$ cat src/rtl/mem_dma_engine_if.sv
// Memory-side bus of the DMA engine: one write port and two asynchronous read ports.
// The engine (master) drives addresses, enables and write data; the memory (slave)
// returns read data combinationally in the same cycle as the address.
interface mem_dma_engine_if #(
    parameter int ADDR_WIDTH = 10
);
    localparam int WIDX = ADDR_WIDTH - 2;

    logic [WIDX-1:0] mem_waddr;
    logic            mem_wren;
    logic [31:0]     mem_wdata;
    logic [WIDX-1:0] mem_raddr1;
    logic            mem_rden1;
    logic [31:0]     mem_rdata1;
    logic [WIDX-1:0] mem_raddr2;
    logic            mem_rden2;
    logic [31:0]     mem_rdata2;

    modport master (
        output mem_waddr, mem_wren, mem_wdata,
        output mem_raddr1, mem_rden1, mem_raddr2, mem_rden2,
        input  mem_rdata1, mem_rdata2
    );

    modport slave (
        input  mem_waddr, mem_wren, mem_wdata,
        input  mem_raddr1, mem_rden1, mem_raddr2, mem_rden2,
        output mem_rdata1, mem_rdata2
    );
endinterface

$ cat src/rtl/mem_dma_engine.sv
// Block FILL / COPY / CMP engine driving an ideal memory, one word per cycle.
// Command handshake: start is a single-cycle strobe that is only looked at while the
// engine is idle (state_dbg == 0); a command is accepted at the edge where start=1 in
// IDLE with op != 11. busy is high while words are being moved, and done pulses for
// exactly one cycle when the command has finished. There is no back-pressure.
module mem_dma_engine #(
    parameter int ADDR_WIDTH = 10,
    parameter int LEN_WIDTH  = 9
) (
    input  logic                  clk,
    input  logic                  resetn,
    input  logic                  start,
    input  logic [1:0]            op,
    input  logic [ADDR_WIDTH-1:0] src_addr,
    input  logic [ADDR_WIDTH-1:0] dst_addr,
    input  logic [LEN_WIDTH-1:0]  len,
    input  logic [31:0]           fill_data,
    mem_dma_engine_if.master      mem,
    output logic                  busy,
    output logic                  done,
    output logic                  mismatch,
    output logic [LEN_WIDTH-1:0]  err_idx,
    output logic [LEN_WIDTH-1:0]  xfer_cnt,
    output logic [1:0]            state_dbg
);
    localparam int WIDX = ADDR_WIDTH - 2;

    localparam logic [1:0] OP_FILL = 2'b00;
    localparam logic [1:0] OP_COPY = 2'b01;
    localparam logic [1:0] OP_CMP  = 2'b10;
    localparam logic [1:0] OP_RSVD = 2'b11;

    typedef enum logic [1:0] {
        S_IDLE = 2'd0,
        S_RUN  = 2'd1,
        S_FIN  = 2'd2
    } state_t;

    state_t state, state_n;

    logic [1:0]           op_q;
    logic [WIDX-1:0]      src_q;
    logic [WIDX-1:0]      dst_q;
    logic [LEN_WIDTH-1:0] len_q;
    logic [31:0]          fill_q;

    logic                 accept;
    logic                 run;
    logic                 cmp_diff;
    logic                 last_word;
    logic [WIDX-1:0]      ofs;
    logic [LEN_WIDTH-1:0] cnt_inc;

    assign accept    = (state == S_IDLE) && start && (op != OP_RSVD);
    assign run       = (state == S_RUN);
    // Word offset of the current access; addresses wrap silently at the top of memory.
    assign ofs       = xfer_cnt[WIDX-1:0];
    assign cnt_inc   = xfer_cnt + LEN_WIDTH'(1);
    assign cmp_diff  = run && (op_q == OP_CMP) && (mem.mem_rdata1 != mem.mem_rdata2);
    assign last_word = (cnt_inc == len_q);
    assign state_dbg = state;

    // Next-state decision: a zero-length command skips RUN, a CMP difference ends early.
    always_comb begin
        state_n = state;
        case (state)
            S_IDLE: if (accept) state_n = (len == '0) ? S_FIN : S_RUN;
            S_RUN:  if (cmp_diff || last_word) state_n = S_FIN;
            S_FIN:  state_n = S_IDLE;
            default: state_n = S_IDLE;
        endcase
    end

    // Memory port drive: everything idles at zero outside RUN; writes are gated by reset.
    always_comb begin
        mem.mem_waddr  = '0;
        mem.mem_wren   = 1'b0;
        mem.mem_wdata  = '0;
        mem.mem_raddr1 = '0;
        mem.mem_rden1  = 1'b0;
        mem.mem_raddr2 = '0;
        mem.mem_rden2  = 1'b0;
        if (run) begin
            case (op_q)
                OP_FILL: begin
                    mem.mem_wren  = resetn;
                    mem.mem_waddr = dst_q + ofs;
                    mem.mem_wdata = fill_q;
                end
                OP_COPY: begin
                    mem.mem_rden1  = 1'b1;
                    mem.mem_raddr1 = src_q + ofs;
                    mem.mem_wren   = resetn;
                    mem.mem_waddr  = dst_q + ofs;
                    mem.mem_wdata  = mem.mem_rdata1;
                end
                OP_CMP: begin
                    mem.mem_rden1  = 1'b1;
                    mem.mem_raddr1 = src_q + ofs;
                    mem.mem_rden2  = 1'b1;
                    mem.mem_raddr2 = dst_q + ofs;
                end
                default: ;
            endcase
        end
    end

    // State register.
    always_ff @(posedge clk) begin
        if (!resetn) state <= S_IDLE;
        else         state <= state_n;
    end

    // Command latch, progress counter, sticky compare result and registered status.
    always_ff @(posedge clk) begin
        if (!resetn) begin
            op_q     <= '0;
            src_q    <= '0;
            dst_q    <= '0;
            len_q    <= '0;
            fill_q   <= '0;
            busy     <= 1'b0;
            done     <= 1'b0;
            mismatch <= 1'b0;
            err_idx  <= '0;
            xfer_cnt <= '0;
        end else begin
            busy <= (state_n == S_RUN);
            done <= (state_n == S_FIN);
            if (accept) begin
                op_q     <= op;
                src_q    <= src_addr[ADDR_WIDTH-1:2];
                dst_q    <= dst_addr[ADDR_WIDTH-1:2];
                len_q    <= len;
                fill_q   <= fill_data;
                mismatch <= 1'b0;
                err_idx  <= '0;
                xfer_cnt <= '0;
            end else if (run) begin
                xfer_cnt <= cnt_inc;
                if (cmp_diff) begin
                    mismatch <= 1'b1;
                    err_idx  <= xfer_cnt;
                end
            end
        end
    end
endmodule

$ cat src/flat_wrapper.sv
// flat-port wrapper written by rule: the top's interface ports become plain ports
module mem_dma_engine_flat 
#(
    parameter int ADDR_WIDTH = 10,
    parameter int LEN_WIDTH  = 9
)
  (clk, resetn, start, op, src_addr, dst_addr, len, fill_data, busy, done, mismatch, err_idx, xfer_cnt, state_dbg, mem_mem_waddr, mem_mem_wren, mem_mem_wdata, mem_mem_raddr1, mem_mem_rden1, mem_mem_raddr2, mem_mem_rden2, mem_mem_rdata1, mem_mem_rdata2);
  mem_dma_engine_if #(.ADDR_WIDTH(ADDR_WIDTH)) mem_i ();
  input  logic clk;
  input  logic resetn;
  input  logic start;
  input  logic [1:0] op;
  input  logic [ADDR_WIDTH-1:0] src_addr;
  input  logic [ADDR_WIDTH-1:0] dst_addr;
  input  logic [LEN_WIDTH-1:0] len;
  input  logic [31:0] fill_data;
  output logic busy;
  output logic done;
  output logic mismatch;
  output logic [LEN_WIDTH-1:0] err_idx;
  output logic [LEN_WIDTH-1:0] xfer_cnt;
  output logic [1:0] state_dbg;
  output wire logic [$bits(mem_i.mem_waddr)-1:0] mem_mem_waddr;
  output wire logic [$bits(mem_i.mem_wren)-1:0] mem_mem_wren;
  output wire logic [$bits(mem_i.mem_wdata)-1:0] mem_mem_wdata;
  output wire logic [$bits(mem_i.mem_raddr1)-1:0] mem_mem_raddr1;
  output wire logic [$bits(mem_i.mem_rden1)-1:0] mem_mem_rden1;
  output wire logic [$bits(mem_i.mem_raddr2)-1:0] mem_mem_raddr2;
  output wire logic [$bits(mem_i.mem_rden2)-1:0] mem_mem_rden2;
  input wire logic [$bits(mem_i.mem_rdata1)-1:0] mem_mem_rdata1;
  input wire logic [$bits(mem_i.mem_rdata2)-1:0] mem_mem_rdata2;
  assign mem_mem_waddr = mem_i.mem_waddr;
  assign mem_mem_wren = mem_i.mem_wren;
  assign mem_mem_wdata = mem_i.mem_wdata;
  assign mem_mem_raddr1 = mem_i.mem_raddr1;
  assign mem_mem_rden1 = mem_i.mem_rden1;
  assign mem_mem_raddr2 = mem_i.mem_raddr2;
  assign mem_mem_rden2 = mem_i.mem_rden2;
  assign mem_i.mem_rdata1 = mem_mem_rdata1;
  assign mem_i.mem_rdata2 = mem_mem_rdata2;
  mem_dma_engine #(.ADDR_WIDTH(ADDR_WIDTH), .LEN_WIDTH(LEN_WIDTH)) u_core (.clk(clk), .resetn(resetn), .start(start), .op(op), .src_addr(src_addr), .dst_addr(dst_addr), .len(len), .fill_data(fill_data), .mem(mem_i), .busy(busy), .done(done), .mismatch(mismatch), .err_idx(err_idx), .xfer_cnt(xfer_cnt), .state_dbg(state_dbg));
endmodule
$ cat config.mk
export PLATFORM = sky130hd
export DESIGN_NAME = mem_dma_engine_flat
export DESIGN_NICKNAME = d
export VERILOG_FILES = /design/src/rtl/mem_dma_engine_if.sv /design/src/rtl/mem_dma_engine.sv /design/src/flat_wrapper.sv
export SDC_FILE = /design/constraint.sdc
export NUM_CORES = 1
export LEC_CHECK = 0
export CORE_MARGIN = 4
export CORE_UTILIZATION = 60
export DETAILED_ROUTE_END_ITERATION = 8
export DONT_BUFFER_PORTS = 1
export GPL_TIMING_DRIVEN = 0
export PLACE_DENSITY = 0.75
export SLEW_MARGIN = 20
export SYNTH_ARGS = -nofsm -noshare
export SYNTH_HDL_FRONTEND = slang
export SYNTH_SLANG_ARGS = --single-unit
$ cat constraint.sdc
create_clock -name clk -period 2.7 [get_ports clk]
set_input_delay 0.54 -clock clk [delete_from_list [all_inputs] [get_ports clk]]
set_output_delay 0.54 -clock clk [all_outputs]
set_load 0.01 [all_outputs]
==> impl_metrics.yaml <==
global_route:
  gr-total-overflow: 0
  grt_pass1_wl_mm: 21.22
  grt_max_degree: 16
  grt_pass1_vias: 4198
  grt_usage: 0.3018
  grt_antenna_before_repair: 0
cts:
  clk_latency_ps: 350
  cts-root-buf: "clkbuf_8"
  cts_tree: "yes"
  cts_sinks: 82
  cts_buffers: 9
  cts_htree_levels: 3
  cts-hold-fix-buffers: 0
  cts_buffer_depth: 2
  clk_pin_slew_ps: 90
min_path:
  min_path_type: "input port to register"
  min_from: "dst_addr[3]"
sta:
  fin_skew_ps: 16.92
  tightestPinTransition_ps: 567.1
  period_minus_slack_ps: 2815
  fin_crit_sh: 1.043
  maxSlewViolCount: 0
  fmax_mhz: 355.3
  rsz0062_at_grt: "yes"
  finalWorstSetupSlack_ps: -114.9
  whs_ps: 302.7
  relSlewSlack: 0.6219
  hold_viol: 0
  setup_viol_count_final: 5
setup_path:
  startpoint_type: "register"
  cp_top_family: "compound AO/OA/AOI/OAI gates"
  cp_cell_sequence: "ha_4 -> a21o_1 -> a21oi_2 -> o21bai_2 -> a2111oi_4 -> o21ai_1 -> a21oi_2"
  criticalPathCategory: "register to output port"
  slowest_delay_ps: 460
  critPathLaunch: "u_core.xfer_cnt[1]$_SDFFE_PP0P_"
  path_buf_inv: 0
  crit_fanout: 7
  r2r_start: "u_core.xfer_cnt[6]$_SDFFE_PP0P_"
  r2r_slack_ps: 550
  cp_slowest_cell: "dfxtp_4"
  required_ps: 2160
  end_kind: "output port"
  arrival_ps: 2270
  crit_top_cell: "a21oi_2"
run_status:
  violations: "setup timing"
  outcome: "finished, violations left"
drt:
  num_vias: 4425
  drc: 0
  wl_per_cell_um: 19.50
  finalWirelength_mm: 14.18
  drtAntennaViolNets: 0
  drt-initial-drc-count: 276
  vias_per_cell: 6.087
  drt_pass1_iterations: 6
cells_and_area:
  regArea_sq_um: 1657
  area_growth_pct: 12.84
  antenna-diode-count: 0
  multiInputGateArea_sq_um: 2948
  nNetsFinal: 773
  fill_cells: 613
  fin_area_sq_um: 5179
  layout-drive-gt1-share: 0.1194
floorplan:
  die_area_sq_um: 9113
  num_rows: 31
  core-area_sq_um: 7331
  start_util: 0.6260
  io_pins: 212
  die_h_um: 95.46
  die_w_um: 95.46
logic_synthesis:
  synth.net_count: 752
  avgSynthCellArea_sq_um: 7.624
  ys_seq_area_frac: 0.3577
  syn_inst: 602
  synthXorXnorAreaFrac: 0.1126
  ys_ff_latch: 82
  synth_fa_ha_area_frac: 0.05780
  synth_top_family_by_area: "simple AND/OR/NAND/NOR gates"
  synthSimpleGateAreaFrac: 0.2326
  yosys_warnings: 0
  syn-cell-area_sq_um: 4589
  synth-compound-area-share: 0.1786
  muxShareOfSynthArea: 0.01963
  ys_types: 43
power_and_ir_drop:
  leakage_nw: 1.844
  ir_worst_vdd_mv: 0.3168
  powerDensity_nw_per_um2: 524.9
place:
  port-buffer-count: 0
  dpl_cell_area_sq_um: 4713
  post-dp-hpwl_mm: 10.64
  gp_congestion: 0.8539
run:
  maxCapViolCount: 0
## where the power goes
part | switching (mW) | internal (mW)
logic | 0.340 | 0.188
clock network | 0.485 | 0.367
registers | 0.0593 | 1.28
## layout make-up
| cell class | count | share of cell area |
|---|---|---|
| Tap cell | 99 | 0.02392 |
| Multi-Input combinational cell | 472 | 0.5692 |
| Clock inverter | 6 | 0.009423 |
| Clock buffer | 10 | 0.02658 |
| Inverter | 11 | 0.007973 |
| Sequential cell | 82 | 0.3199 |
| Buffer | 37 | 0.02996 |
| Timing Repair Buffer | 10 | 0.01305 |
## worst paths after layout
check	end	depth (start not counted)
setup / recovery	mem_mem_raddr1[7]	7
hold / removal	u_core.dst_q[1]$_SDFFE_PN0P_	2
setup reg to reg	u_core.busy$_SDFF_PN0_	6
hold reg to reg	u_core.fill_q[24]$_SDFFE_PN0P_	2
## cells by family after synthesis
family	after synthesis
AND/OR/NAND/NOR	251
multiplexers	9
flip-flops	82
AO/OA/AOI/OAI	133
buffers and inverters	48
adder cells (fa/ha/maj)	20
XOR/XNOR	59
## worst register-to-register path, delay by kind of cell (launching register included)
kind	cells	cell delay, ps
xor gates and xnor gates	1	170
DFF	1	540
AOI/OAI and AO/OA	2	490
and+or+nand+nor	2	500
buffers and inverters	1	330
## routing by layer
metal	part of all wire	global-route usage	up-vias
met5	0	0	-
met4	0.022	0.1019	0
met3	0.096	0.07972	29
met2	0.47	0.4787	204
met1	0.41	0.3980	2104
li1	-	-	2088
## cells in the mapped netlist
cell         n  area, sq um
a2111oi_0    1        8.760
a2111oi_2    1        15.01
a21o_1       4        30.03
a21oi_1     77        385.4
a22oi_1     32        240.2
a311oi_2     1        15.01
a32o_1       2        20.02
and2_1       2        12.51
and2b_1      1        7.510
and3_1       7        43.79
and4_4       1        11.26
buf_1        4        15.01
buf_2        1        5.000
buf_4        2        15.01
clkbuf_1    30        112.6
clkinv_1     1        3.750
dfxtp_1     82         1642
fa_1         2        40.04
ha_1        18        225.2
inv_1       10        37.54
mux2i_1      9        90.09
nand2_1    127        476.7
nand2_4      1        11.26
nand2b_1     1        6.260
nand3_1      5        25.02
nand3b_1     1        7.510
nand4_1     10        62.56
nor2_1      78        292.8
nor2b_1      2        12.51
nor3_1       4        20.02
nor3b_1      2        15.01
nor4_1       3        18.77
nor4_2       1        12.51
o2111ai_2    1        15.01
o21ai_0      5        25.02
o21ai_1      3        15.01
o21bai_1     4        30.03
o311a_1      1        10.01
o32a_1       1        10.01
or2_2        1        6.260
or3_1        4        25.02
xnor2_1     47        411.6
xor2_1      12        105.1
## registers in the layout, indices dropped and copies added, names as in the netlist
name	cells
u_core.src_q	8
u_core.dst_q	8
u_core.fill_q	32
u_core.busy	1
u_core.op_q	2
u_core.err_idx	9
u_core.len_q	9
u_core.xfer_cnt	9
u_core.done	1
u_core.state_dbg	2
u_core.mismatch	1
## cell usage in the layout, fill, tap and decap left out, types with 5 or more instances in the layout
cell type,n
a21oi_2,8
xor2_1,11
and3_1,7
nand3_1,5
xnor2_1,46
o21ai_0,5
nor2_1,72
buf_1,5
a22oi_1,32
clkbuf_8,10
mux2i_1,9
a21oi_1,69
nand2_1,127
clkbuf_2,6
dfxtp_1,76
ha_1,14
nor2_2,5
buf_4,10
clkbuf_1,25
nand4_1,10
inv_1,10
## per-stage QoR
step | TNS, ps | power [mW] | utilization | instances | setup slack, ps
detailed placement | -788.7 | 1.856 | 0.6429 | 701 | -252.9
global route | -1013 | 2.860 | 0.7064 | 727 | -209.0
floorplan | 0 | 1.730 | - | 602 | 35.48
global placement | -632.2 | 1.838 | 0.6429 | 701 | -216.2
finish | -308.5 | 2.718 | 0.7064 | 727 | -114.9
CTS | -232.0 | 2.701 | 0.6924 | 727 | -81.99
## timing repair
action,in CTS,in global routing
gates resized for setup,30,26
pin swaps,18,15
setup endpoints to repair,12,37
setup buffers,10,1
(Power assumes the default switching activity.)
